--- config.mk ---
export PLATFORM = sky130hd
export DESIGN_NAME = pmod_in_capture
export DESIGN_NICKNAME = d
export VERILOG_FILES = /design/src/rtl/pmod_in_capture.sv
export SDC_FILE = /design/constraint.sdc
export NUM_CORES = 1
export LEC_CHECK = 0
export CORE_MARGIN = 2
export CORE_UTILIZATION = 25
export DETAILED_ROUTE_END_ITERATION = 8
export HOLD_SLACK_MARGIN = 0.05
export MAX_ROUTING_LAYER = met4
export PLACE_DENSITY = 0.56
export SLEW_MARGIN = 20
export SYNTH_ARGS = -nofsm -noshare
export SYNTH_HDL_FRONTEND = slang
export SYNTH_SLANG_ARGS = --single-unit
--- constraint.sdc ---
create_clock -name aclk -period 2.4 [get_ports aclk]
set_input_delay 0.48 -clock aclk [delete_from_list [all_inputs] [get_ports aclk]]
set_output_delay 0.48 -clock aclk [all_outputs]
set_load 0.05 [all_outputs]
--- src/rtl/pmod_in_capture.sv ---
// ---------------------------------------------------------------------------
// pmod_in_capture
//
// Input-side capture for PMOD pins that come back from the IOBUF O outputs.
// Each pin is synchronised and debounced, and its edges are detected. Edges
// set sticky status bits and drive a level interrupt. They are also queued
// as events in a small FIFO that is drained over a valid/ready stream.
//
// Optional build macro:
//   PMOD_IN_TIMESTAMP_EN - adds a 32-bit free-running cycle counter.
//                          Each queued event carries the counter value taken
//                          in its edge-detect cycle, presented on ev_time.
//
// Ports:
//   aclk         clock for all logic
//   aresetn      synchronous active-low reset
//   pin_in       raw (asynchronous) pin levels
//   pin_tri      1 = pin is an input and is sampled, 0 = pin ignored
//   rise_en      per-pin rising-edge event enable
//   fall_en      per-pin falling-edge event enable
//   clr_valid    one-cycle status clear strobe
//   clr_mask     pins whose rise/fall status is cleared on clr_valid
//   clr_drop     also clear ev_drop on clr_valid
//   level_out    debounced pin levels
//   rise_status  sticky rising-edge flags
//   fall_status  sticky falling-edge flags
//   irq          registered OR of all status bits
//   ev_valid     event FIFO head is valid
//   ev_ready     consumer accepts the head
//   ev_data      {edge (1 = rise), pin index}
//   ev_drop      sticky: at least one event was lost
//   ev_time      (PMOD_IN_TIMESTAMP_EN only) timestamp of the head event
// ---------------------------------------------------------------------------
module pmod_in_capture #(
  parameter int WIDTH           = 8,
  parameter int DEBOUNCE_CYCLES = 16,
  parameter int FIFO_DEPTH      = 4
) (
  input  logic                    aclk,
  input  logic                    aresetn,
  input  logic [WIDTH-1:0]        pin_in,
  input  logic [WIDTH-1:0]        pin_tri,
  input  logic [WIDTH-1:0]        rise_en,
  input  logic [WIDTH-1:0]        fall_en,
  input  logic                    clr_valid,
  input  logic [WIDTH-1:0]        clr_mask,
  input  logic                    clr_drop,
  output logic [WIDTH-1:0]        level_out,
  output logic [WIDTH-1:0]        rise_status,
  output logic [WIDTH-1:0]        fall_status,
  output logic                    irq,
  output logic                    ev_valid,
  input  logic                    ev_ready,
  output logic [$clog2(WIDTH):0]  ev_data,
  output logic                    ev_drop
`ifdef PMOD_IN_TIMESTAMP_EN
  ,
  output logic [31:0]             ev_time
`endif
);

  localparam int IW = $clog2(WIDTH);
  localparam int EW = IW + 1;
  localparam int PW = (FIFO_DEPTH > 1) ? $clog2(FIFO_DEPTH) : 1;
  localparam int CW = (DEBOUNCE_CYCLES > 1) ? $clog2(DEBOUNCE_CYCLES) : 1;
  localparam logic [CW-1:0] CNT_LAST =
    CW'((DEBOUNCE_CYCLES > 0) ? DEBOUNCE_CYCLES - 1 : 0);
  localparam logic [PW:0]   COUNT_FULL = (PW + 1)'(FIFO_DEPTH);

  // -------------------------------------------------------------------------
  // Two-flop synchroniser
  // -------------------------------------------------------------------------
  logic [WIDTH-1:0] meta;
  logic [WIDTH-1:0] sync;

  always_ff @(posedge aclk) begin
    if (!aresetn) begin
      meta <= '0;
      sync <= '0;
    end else begin
      meta <= pin_in;
      sync <= meta;
    end
  end

  // -------------------------------------------------------------------------
  // Debounce: a new level is accepted once sync has differed from level_out
  // for DEBOUNCE_CYCLES consecutive cycles (the counter holds 0..N-1 while
  // the difference persists). A masked (driven) pin freezes with its counter
  // at 0, so debounce restarts cleanly from the held level when unmasked.
  // DEBOUNCE_CYCLES = 0 accepts the synchronised level every cycle.
  // -------------------------------------------------------------------------
  logic [CW-1:0] db_cnt [WIDTH];

  always_ff @(posedge aclk) begin
    if (!aresetn) begin
      level_out <= '0;
      for (int i = 0; i < WIDTH; i++) db_cnt[i] <= '0;
    end else begin
      for (int i = 0; i < WIDTH; i++) begin
        if (!pin_tri[i] || (sync[i] == level_out[i])) begin
          db_cnt[i] <= '0;
        end else if ((DEBOUNCE_CYCLES == 0) || (db_cnt[i] == CNT_LAST)) begin
          level_out[i] <= sync[i];
          db_cnt[i]    <= '0;
        end else begin
          db_cnt[i] <= db_cnt[i] + 1'b1;
        end
      end
    end
  end

  // -------------------------------------------------------------------------
  // Edge detect. It runs in the cycle after a level_out update, against a
  // one-cycle-delayed copy of level_out.
  // -------------------------------------------------------------------------
  logic [WIDTH-1:0] level_q;
  logic [WIDTH-1:0] rise;
  logic [WIDTH-1:0] fall;
  logic [WIDTH-1:0] edges;

  always_ff @(posedge aclk) begin
    if (!aresetn) level_q <= '0;
    else          level_q <= level_out;
  end

  assign rise  =  level_out & ~level_q & rise_en;
  assign fall  = ~level_out &  level_q & fall_en;
  assign edges = rise | fall;

  // -------------------------------------------------------------------------
  // Sticky status and interrupt. A new edge wins over a clear of the same bit.
  // -------------------------------------------------------------------------
  logic [WIDTH-1:0] clr_bits;

  assign clr_bits = clr_valid ? clr_mask : '0;

  always_ff @(posedge aclk) begin
    if (!aresetn) begin
      rise_status <= '0;
      fall_status <= '0;
      irq         <= 1'b0;
    end else begin
      rise_status <= (rise_status & ~clr_bits) | rise;
      fall_status <= (fall_status & ~clr_bits) | fall;
      irq         <= |(rise_status | fall_status);
    end
  end

  // -------------------------------------------------------------------------
  // Event selection: the lowest-index pin with an edge is pushed. Any other
  // same-cycle edges are counted as drops.
  // -------------------------------------------------------------------------
  logic [EW-1:0] push_entry;
  logic          push;
  logic          multi_edge;

  always_comb begin
    push_entry = '0;
    for (int i = WIDTH - 1; i >= 0; i--) begin
      if (edges[i]) begin
        push_entry     = EW'(i);
        push_entry[IW] = rise[i];
      end
    end
  end

  assign push       = |edges;
  assign multi_edge = |(edges & (edges - 1'b1));

  // -------------------------------------------------------------------------
  // Event FIFO
  //
  // Stream handshake: an event transfers on every aclk edge where ev_valid
  // and ev_ready are both 1. ev_valid never depends on ev_ready. While
  // ev_valid is high and ev_ready is low, the head (ev_data/ev_time) holds.
  // A push into a full FIFO still succeeds when a pop happens in the same
  // cycle.
  // -------------------------------------------------------------------------
  logic [EW-1:0] mem [FIFO_DEPTH];
  logic [PW-1:0] wr_ptr;
  logic [PW-1:0] rd_ptr;
  logic [PW:0]   count;
  logic          full;
  logic          pop;
  logic          do_push;
  logic          drop_new;

  assign full     = (count == COUNT_FULL);
  assign ev_valid = (count != '0);
  assign pop      = ev_valid && ev_ready;
  assign do_push  = push && (!full || pop);
  assign drop_new = multi_edge || (push && full && !pop);

  always_ff @(posedge aclk) begin
    if (!aresetn) begin
      wr_ptr <= '0;
      rd_ptr <= '0;
      count  <= '0;
    end else begin
      if (do_push) wr_ptr <= wr_ptr + 1'b1;
      if (pop)     rd_ptr <= rd_ptr + 1'b1;
      case ({do_push, pop})
        2'b10:   count <= count + 1'b1;
        2'b01:   count <= count - 1'b1;
        default: count <= count;
      endcase
    end
  end

  // Storage needs no reset; the outputs are gated by ev_valid instead.
  always_ff @(posedge aclk) begin
    if (do_push) mem[wr_ptr] <= push_entry;
  end

  assign ev_data = ev_valid ? mem[rd_ptr] : '0;

  always_ff @(posedge aclk) begin
    if (!aresetn) begin
      ev_drop <= 1'b0;
    end else if (drop_new) begin
      ev_drop <= 1'b1;
    end else if (clr_valid && clr_drop) begin
      ev_drop <= 1'b0;
    end
  end

`ifdef PMOD_IN_TIMESTAMP_EN
  // -------------------------------------------------------------------------
  // Timestamp: free-running counter that wraps naturally at 32 bits. It is
  // captured alongside the entry in the edge-detect cycle.
  // -------------------------------------------------------------------------
  logic [31:0] ts_cnt;
  logic [31:0] ts_mem [FIFO_DEPTH];

  always_ff @(posedge aclk) begin
    if (!aresetn) ts_cnt <= '0;
    else          ts_cnt <= ts_cnt + 32'd1;
  end

  always_ff @(posedge aclk) begin
    if (do_push) ts_mem[wr_ptr] <= ts_cnt;
  end

  assign ev_time = ev_valid ? ts_mem[rd_ptr] : '0;
`endif

endmodule

==> impl_metrics.yaml <==
floorplanning:
  start_util: 0.2567
  die_h_um: 140.5
  die_area_um2: 19740
  fp-row-count: 49
  fp.dieW_um: 140.5
  core_um2: 18150
  io_pins: 76
critical_path:
  critPathKind: "reg -> out"
  crit_fanout: 6
  cp.required_ps: 1920
  crit_arrival_ps: 1850
  cp-start-kind: "flop"
  cp-end-kind: "output port"
drt:
  vias: 3323
  firstDrtPassIters: 4
  drtAntennaViolNets: 0
  postRouteWirelength_mm: 10.81
  vias_per_cell: 4.185
  drc: 0
  post_drt_wl_per_cell_um: 13.61
  drt_iter0_drc: 207
grt:
  grt-ovfl-total: 0
  grt_use_total: 0.1184
  grt_pass1_vias: 3314
  grt_pass1_wl_mm: 17.14
  antenna_found_initial: 0
  grt_max_degree: 30
place:
  numPortBuffers: 75
  routabilityCongestion: 0.7497
  dp_slack_ps: -433.8
  dp.cells: 778
  dp_hpwl_mm: 8.558
timing:
  relSlewSlack: 0.5003
  period_share: 0.9691
  finalWorstSetupSlack_ps: 74.23
  tightest_slew_ps: 742.7
  hold_ws_ps: 435.2
  skew_ps: 11.73
  setup_viol: 0
  max_freq_mhz: 430.0
  setup_tns_ps: 0
  rsz0062_at_grt: "false"
  drv_slew: 0
  finalHoldViolCount: 0
  period_minus_slack_ps: 2326
worst_hold_path:
  hp-class: "reg -> reg"
synthesis:
  ys_types: 43
  synth.area.top_cells: "edfxtp_1 (31%), dfxtp_1 (25%), nor2_1 (4.4%)"
  yosysWarnings: 0
  ys_seq_elements: 107
  synth_area_per_cell_um2: 11.14
  synth_area_um2: 4658
  async_reset_ff_frac: 0
  synth_ff_type: "dfxtp_1"
  synth_edf_count: 48
  seq_area_frac_synth: 0.5630
  synth_top_area_frac: 0.3094
  netlist_instances: 418
  synth_area_leader_cell: "edfxtp_1"
clocking:
  cts_made_buffers: 9
  cts-root-buf: "clkbuf_16"
  tritoncts: "done"
  cts.htree.levels: 3
  cts.sinks: 107
  clock_path_buffers: 2
  hold_buffers: 0
  cts_setup_buffers: 0
  insertion_delay_ps: 360
  clk_pin_slew_ps: 70
final_layout:
  layout_commonest_cell: "clkdlybuf4s50_1"
  multi_input_area_um2: 2067
  diodes: 0
  fill_cells: 1830
  finalNetCount: 618
  final_cell_mix: "clkdlybuf4s50_1 (71), nor2_1 (55), dfxtp_1 (51)"
  layout-drive-gt1-share: 0.1611
  finalNonFillerCells: 794
  area_growth_pct: 36.58
  ff_latch_area_um2: 2650
pwr:
  ir_worst_vdd_mv: 0.3247
  powerDensity_nw_per_um2: 633.5
  leakagePower_nw: 2.587
run_status:
  outcome: "complete, no violations"
job:
  drv_cap: 0
## final cells by class
type	count	share of cell area
Sequential cell	107	0.4165
Multi-Input combinational cell	319	0.3249
Timing Repair Buffer	109	0.1585
Tap cell	229	0.04503
Clock buffer	11	0.03992
Inverter	14	0.008260
Clock inverter	5	0.006883
## cell usage after synthesis, drive strengths merged (2+ instances only)
library cell and n:
a21oi 22, a31o 7, a31oi 2, and2 36
and3b 5, and4 2, clkbuf 8, dfxtp 59
edfxtp 48, ha 12, inv 14, mux2i 13
mux4 4, nand2 36, nand2b 4, nand3 16
nand3b 11, nand4 11, nor2 55, nor2b 5
nor4 4, o21ai 6, xnor2 10, xor2 17
## registers in the layout, indices dropped and copies added (netlist names), named ones only
signal	cells
level_out	8
count	3
level_q	8
fall_status	8
mem	16
wr_ptr	2
db_cnt	32
sync	8
ev_drop	1
rise_status	8
irq	1
meta	8
rd_ptr	2
## metal layers
| metal | up-vias | part of all wire | global-route usage |
|---|---|---|---|
| met5 | - | 0 | - |
| met2 | 68 | 0.49 | 0.1914 |
| met4 | 0 | 0.020 | 0.05053 |
| met3 | 20 | 0.053 | 0.03521 |
| met1 | 1516 | 0.44 | 0.1374 |
| li1 | 1719 | - | - |
## final timing paths
path	to	slack (ps)	from	cells past startpoint
hold reg to reg	sync[5]	440	meta[5]	1
setup / recovery	ev_valid	70	count[2]	2
hold / removal	sync[5]	440	meta[5]	1
setup reg to reg	count[2]	350	level_out[7]	8
## through the flow
step                        util  area, um^2  power [mW]
after floorplan                -        4802       2.391
after global placement    0.3339        6060       2.582
after detailed placement  0.3339        6060       2.592
after CTS                 0.3506        6362       4.084
after global routing      0.3506        6362       4.209
final                     0.3506        6362       4.030
## cells by family after synthesis
| group | count (synthesis) | synth area share |
|---|---|---|
| other | 1 | 0.0008050 |
| muxes | 17 | 0.04996 |
| AOI/OAI and AO/OA | 42 | 0.06124 |
| adders and majority gates | 14 | 0.03868 |
| and+or+nand+nor | 187 | 0.2162 |
| xor gates and xnor gates | 27 | 0.05076 |
| DFF | 107 | 0.5630 |
| buffers and inverters | 23 | 0.01934 |
## report_power, final
group / switching (mW) / internal (mW) / total (mW)
clock network: 0.702 / 0.782 / 1.48
registers: 0.0591 / 1.95 / 2.01
logic: 0.271 / 0.264 / 0.536
total: 1.03 / 3.00 / 4.03
## critical path, cell delays in order (launching register included)
cell and delay [ps]:
dfxtp_1 340, or3_4 430, clkdlybuf4s50_1 720
## repair_timing
action                                  in CTS  in global routing
resized for setup                            2                  0
pin swaps                                    0                  1
endpoints found under the setup margin       1                  1
Note: power is estimated with default switching activity, not from simulation.
